===== src/rtl/ex_mem_stage_pkg.sv =====
// Shared pipeline types: branch kinds, memory operation kinds and ALU flag positions.
package type_enums;

    typedef enum logic [3:0] {
        BR_NONE = 4'd0,
        BR_EQ   = 4'd1,
        BR_NE   = 4'd2,
        BR_LT   = 4'd3,
        BR_GE   = 4'd4,
        BR_LTU  = 4'd5,
        BR_GEU  = 4'd6,
        BR_JAL  = 4'd7,
        BR_JALR = 4'd8
    } br_t;

    typedef enum logic [3:0] {
        MEM_NONE = 4'd0,
        LB       = 4'd1,
        LH       = 4'd2,
        LW       = 4'd3,
        LBU      = 4'd4,
        LHU      = 4'd5,
        SB       = 4'd6,
        SH       = 4'd7,
        SW       = 4'd8
    } mem_op_t;

    localparam int unsigned FLAG_OF = 3;
    localparam int unsigned FLAG_SF = 2;
    localparam int unsigned FLAG_CF = 1;
    localparam int unsigned FLAG_ZF = 0;

    function automatic logic is_jump(input br_t op);
        return (op == BR_JAL) || (op == BR_JALR);
    endfunction

endpackage


===== src/rtl/ex_mem_stage_branch_cond.sv =====
// Branch resolution from ALU flags, assuming the ALU computed rs1 - rs2.
module branch_cond
    import type_enums::*;
(
    input  br_t        i_br_op,
    input  logic [3:0] i_flags,
    output logic       o_taken
);

    logic w_lt;

    assign w_lt = i_flags[FLAG_SF] ^ i_flags[FLAG_OF];

    always_comb begin
        o_taken = 1'b0;
        unique case (i_br_op)
            BR_EQ:   o_taken = i_flags[FLAG_ZF];
            BR_NE:   o_taken = !i_flags[FLAG_ZF];
            BR_LT:   o_taken = w_lt;
            BR_GE:   o_taken = !w_lt;
            BR_LTU:  o_taken = i_flags[FLAG_CF];
            BR_GEU:  o_taken = !i_flags[FLAG_CF];
            BR_JAL,
            BR_JALR: o_taken = 1'b1;
            default: o_taken = 1'b0;
        endcase
    end

endmodule


===== src/rtl/ex_mem_stage.sv =====
// EX/MEM pipeline register with branch resolution, fetch redirect and misalignment pulse.
module ex_mem_stage
    import type_enums::*;
#(
    parameter int unsigned WIDTH      = 32,
    parameter int unsigned REG_ADDR_W = 5
) (
    input  logic                  clk,
    input  logic                  rst_n,
    input  logic                  ex_valid,
    output logic                  ex_ready,
    input  logic [WIDTH-1:0]      ex_alu_out,
    input  logic [3:0]            ex_flags,
    input  br_t                   ex_br_op,
    input  logic [WIDTH-1:0]      ex_target,
    input  logic [WIDTH-1:0]      ex_pc_plus4,
    input  logic [REG_ADDR_W-1:0] ex_rd,
    input  logic                  ex_reg_we,
    input  mem_op_t               ex_mem_op,
    input  logic [WIDTH-1:0]      ex_store_data,
    input  logic                  flush,
    output logic                  mem_valid,
    input  logic                  mem_ready,
    output logic [WIDTH-1:0]      mem_result,
    output logic [REG_ADDR_W-1:0] mem_rd,
    output logic                  mem_reg_we,
    output mem_op_t               mem_op,
    output logic [WIDTH-1:0]      mem_store_data,
    output logic                  redirect_valid,
    output logic [WIDTH-1:0]      redirect_pc,
    output logic                  misalign_exc
);

    logic                  w_taken;
    logic                  w_accept;
    logic                  w_misaligned;
    logic                  w_reg_we;
    logic [WIDTH-1:0]      w_result;

    logic                  r_mem_valid;
    logic [WIDTH-1:0]      r_mem_result;
    logic [REG_ADDR_W-1:0] r_mem_rd;
    logic                  r_mem_reg_we;
    mem_op_t               r_mem_op;
    logic [WIDTH-1:0]      r_mem_store_data;
    logic                  r_redirect_valid;
    logic [WIDTH-1:0]      r_redirect_pc;
    logic                  r_misalign_exc;

    branch_cond u_branch_cond (
        .i_br_op (ex_br_op),
        .i_flags (ex_flags),
        .o_taken (w_taken)
    );

    assign ex_ready     = !r_mem_valid || mem_ready;
    assign w_accept     = ex_valid && ex_ready && !flush;
    assign w_misaligned = w_taken && (ex_target[1:0] != 2'b00);
    assign w_result     = is_jump(ex_br_op) ? ex_pc_plus4 : ex_alu_out;
    // x0 is never written, and a faulting jump must not retire its link value
    assign w_reg_we     = ex_reg_we && (ex_rd != '0) && !w_misaligned;

    always_ff @(posedge clk) begin
        if (!rst_n) begin
            r_mem_valid      <= 1'b0;
            r_mem_result     <= '0;
            r_mem_rd         <= '0;
            r_mem_reg_we     <= 1'b0;
            r_mem_op         <= MEM_NONE;
            r_mem_store_data <= '0;
            r_redirect_valid <= 1'b0;
            r_redirect_pc    <= '0;
            r_misalign_exc   <= 1'b0;
        end else begin
            r_redirect_valid <= 1'b0;
            r_misalign_exc   <= 1'b0;
            if (flush) begin
                r_mem_valid <= 1'b0;
            end else if (w_accept) begin
                r_mem_valid      <= 1'b1;
                r_mem_result     <= w_result;
                r_mem_rd         <= ex_rd;
                r_mem_reg_we     <= w_reg_we;
                r_mem_op         <= ex_mem_op;
                r_mem_store_data <= ex_store_data;
                r_misalign_exc   <= w_misaligned;
                if (w_taken && !w_misaligned) begin
                    r_redirect_valid <= 1'b1;
                    r_redirect_pc    <= ex_target;
                end
            end else if (mem_ready) begin
                r_mem_valid <= 1'b0;
            end
        end
    end

    assign mem_valid      = r_mem_valid;
    assign mem_result     = r_mem_result;
    assign mem_rd         = r_mem_rd;
    assign mem_reg_we     = r_mem_reg_we;
    assign mem_op         = r_mem_op;
    assign mem_store_data = r_mem_store_data;
    assign redirect_valid = r_redirect_valid;
    assign redirect_pc    = r_redirect_pc;
    assign misalign_exc   = r_misalign_exc;

endmodule


===== config.mk =====
export PLATFORM = sky130hd
export DESIGN_NAME = ex_mem_stage
export DESIGN_NICKNAME = d
export VERILOG_FILES = /design/src/rtl/ex_mem_stage_pkg.sv /design/src/rtl/ex_mem_stage_branch_cond.sv /design/src/rtl/ex_mem_stage.sv
export SDC_FILE = /design/constraint.sdc
export NUM_CORES = 1
export LEC_CHECK = 0
export CORE_ASPECT_RATIO = 0.5
export CORE_UTILIZATION = 34
export CTS_CLUSTER_DIAMETER = 120
export DETAILED_ROUTE_END_ITERATION = 10
export PLACE_DENSITY = 0.8
export RECOVER_POWER = 25
export SLEW_MARGIN = 15
export SYNTH_ARGS = -nofsm -noshare
export SYNTH_HDL_FRONTEND = slang
export SYNTH_SLANG_ARGS = --single-unit
export TNS_END_PERCENT = 50

===== constraint.sdc =====
create_clock -name clk -period 1.8 [get_ports clk]
set_clock_uncertainty 0.2 [all_clocks]
set_input_delay 0.18 -clock clk [delete_from_list [all_inputs] [get_ports clk]]
set_output_delay 0.18 -clock clk [all_outputs]
set_load 0.05 [all_outputs]

==> PnR_summary.wiki <==
{| class="wikitable"
! Metric !! Value
|-
| Total power || 5.65 mW
|-
| DR DRC count || 0
|-
| Switching share of power || 0.286
|-
| Top cells by area, synth || dfxtp_1 50%, mux2i_1 15%, nand2_1 12%
|-
| Via density per instance || 4.68
|-
| Worst voltage drop across the vdd grid || 0.541 mV
|-
| Antenna violations before repair || 0
|-
| Maximum clock frequency || 567 MHz
|-
| Number of rows in the core area || 28
|-
| Max Cap Viol || 0
|-
| CP Launch Type || input port
|-
| Hold violation count in the final report || 0
|-
| Setup violations, final || 0
|-
| Gate Count Post-Synth || 485
|-
| Number of nets at the end of the flow || 903
|-
| Min cycle time layout || 1.76 ns
|-
| Share of the synthesized area in the top cell type || 0.502
|-
| CP max stage delay || 0.39 ns
|-
| Post-Layout Cell Count || 922
|-
| Critical Path End Type || flip-flop
|-
| Mean post-synth cell area || 8.96 um^2
|-
| Slowest cell on the critical path || or3_1
|-
| Number of distinct standard cells referenced by the synthesized netlist || 30
|-
| Starting Density || 0.358
|-
| Post-synthesis instance area || 4350 um^2
|-
| First-iteration detailed-routing DRC count || 182
|-
| Synth area leader || dfxtp_1
|-
| Placer congestion estimate || 0.766
|-
| Fraction of layout cells with a size suffix above 1 || 0.162
|-
| Internal || 4.03 mW
|-
| Portion of the clock cycle consumed by the worst path in the final layout || 0.979
|-
| Clk slew on worst S/H paths || 0.07 ns
|-
| Switching Power || 1.62 mW
|-
| Setup repair after global routing missed its margin || false
|-
| Number of detailed-route iterations in the first pass || 4
|-
| Number of buffers inserted during clock tree synthesis || 9
|-
| Post-detailed-route wirelength per cell || 14.6 um
|-
| GRT Util Overall || 0.196
|-
| Die span in y || 81.9 um
|-
| Clock network power share || 0.328
|-
| Worst-Skew Late Latency || 0.33 ns
|-
| Sequential Power Share || 0.454
|-
| Number of inserted diodes || 0
|-
| Min-delay worst type || input port to flip-flop
|-
| Pin count of the biggest net entering global routing || 59
|-
| TritonCTS clock tree || built
|-
| Most common cell after layout, fill and taps aside || nand2_1
|-
| Num Clock Sinks || 109
|-
| Post-DRT Antenna Nets || 0
|-
| Max Transition Viols Final || 0
|-
| Register bit total from synthesis || 109
|-
| Highest-count cells in the layout ignoring fill and taps || 143 x nand2_1, 141 x clkdlybuf4s50_1, 108 x dfxtp_1
|-
| Family with the most delay on the worst path || simple AND/OR/NAND/NOR gates
|-
| Critical path start-end classification || input port to flip-flop
|-
| Root Buffer Master || clkbuf_16
|-
| Total grt overflow || 0
|-
| H-tree level count || 3
|-
| Via count || 4,312
|-
| Total Routed Length || 13,500 um
|-
| Overall die width || 162 um
|-
| Worst slew slack as a fraction of its limit || 0.553
|-
| Critical-path maximum fanout || 6
|-
| Net count of the mapped netlist || 636
|-
| Power share of the combinational group || 0.219
|-
| Cell leakage power || 2.73 nW
|-
| Count of buffer and inverter cells on the critical path || 3
|-
| Max clock buf depth || 2
|-
| Run status || complete, no violations
|-
| Buffers on Ports || 260
|-
| Placed Cells || 899
|-
| Share of the yosys chip area belonging to registers || 0.502
|-
| Number of global-route vias before repair || 4,063
|-
| Ys Warns || 0
|-
| Synth-to-Final Area Change || 65.0%
|-
| Core box area || 12,100 um^2
|-
| PD cells || 789 nW/um^2
|-
| DP Wirelength || 10,200 um
|-
| Arrival time worst endpoint || 1.81 ns
|-
| Required time of the worst setup path || 1.85 ns
|-
| Wire length of the first global-routing pass || 20,300 um
|-
| Crit-path cells || buf_2, mux2i_1, or3_1, o221a_4, nor3_4, buf_6, buf_12, mux2i_2
|-
| Die area || 13,300 um^2
|-
| Worst Max-Slew Pin Slew || 0.673 ns
|-
| IO Pins || 261
|}
## worst reg2reg max path, stage by stage (launching register included)
cell      delay [ns]
dfxtp_4         0.35
nor2b_4         0.14
inv_4           0.06
nand3b_4        0.10
nor3_4          0.29
buf_6           0.18
buf_12          0.13
mux2i_2         0.23
## sequential cells by signal, summed over array words and instances (netlist names)
register / cells
mem_op: 4
mem_rd: 5
mem_reg_we: 1
mem_result: 32
mem_store_data: 32
mem_valid: 1
misalign_exc: 1
redirect_pc: 32
redirect_valid: 1
## cell type report
cell class / count / area [um^2]
clock buffers: 11 / 243
clock inverters: 5 / 35.0
fillers: 1119 / 4950
inverters: 2 / 10.0
multi-input cells: 337 / 1980
flip-flops and latches: 109 / 2190
well taps: 165 / 206
repair buffers: 293 / 2510
## through the flow
step / utilization / TNS [ns] / setup slack, ns / hold WS, ns / area [um^2]
2_1_floorplan: - / -1.25 / -0.0469 / 0.0494 / 4370
3_3_place_gp: 0.576 / -29.74 / -0.546 / 0.243 / 6980
3_5_place_dp: 0.576 / -32.10 / -0.617 / 0.247 / 6980
4_1_cts: 0.607 / 0 / 0.0103 / 0.175 / 7360
5_1_grt: 0.591 / 0 / 0.00717 / 0.184 / 7170
6_report: 0.591 / 0 / 0.0374 / 0.186 / 7170
## power by group through the flow
stage | clock network (mW) | logic (mW) | registers, mW
after floorplan | 0 | 0.318 | 2.97
after global placement | 0 | 1.27 | 2.62
after detailed placement | 0 | 1.28 | 2.62
after CTS | 1.92 | 1.29 | 2.57
after global routing | 2.00 | 1.32 | 2.58
final | 1.85 | 1.24 | 2.56
## cell families after synthesis
logic type      count (synthesis)  synth area share
mux                            64             0.147
buf+inv                        39            0.0527
xor+xnor                        1           0.00202
simple gates                  193             0.180
flops                         109             0.502
compound gates                 79             0.115
## repair_timing
| action | in CTS | in global routing |
|---|---|---|
| endpoints found under the setup margin | 64 | 28 |
| resized for setup | 29 | 2 |
| hold buffers | 1 | 0 |
| buffers inserted | 4 | 0 |
| pin swaps | 5 | 2 |
| hold endpoints to repair | 2 | 0 |
| cloned | 3 | 0 |
## routing by layer
layer | wire [um] | GRT usage
met5 | 0 | 0
met3 | 636 | 0.0460
met1 | 5450 | 0.218
met4 | 374 | 0.0745
met2 | 7010 | 0.369
## worst paths after layout
kind,cells after the start,slack (ns),startpoint,to
setup / recovery,8,0.04,ex_flags[0],redirect_pc[6]$_SDFFE_PN0P_
setup reg to reg,7,0.06,mem_valid$_SDFFE_PP0P_,redirect_pc[6]$_SDFFE_PN0P_
hold reg to reg,2,0.25,mem_rd[0]$_SDFFE_PN0P_,mem_rd[0]$_SDFFE_PN0P_
hold / removal,3,0.19,ex_mem_op[2],mem_op[2]$_SDFFE_PN0P_
## cells in the mapped netlist (all sizes together)
cell and count:
o21ai 3, clkbuf 23, nand2 143, nor2b 1
nor3 3, buf 9, clkinv 1, or2 1
dfxtp 109, nor3b 3, or4b 1, nor4 2
or4 1, a211oi 33, nand2b 1, inv 1
a21oi 41, o31a 1, xor2 1, mux2i 64
nand3b 1, or3 1, dlygate4sd1 5, nor2 35
o221a 1
No activity file was read; power rests on OpenSTA's default activity.
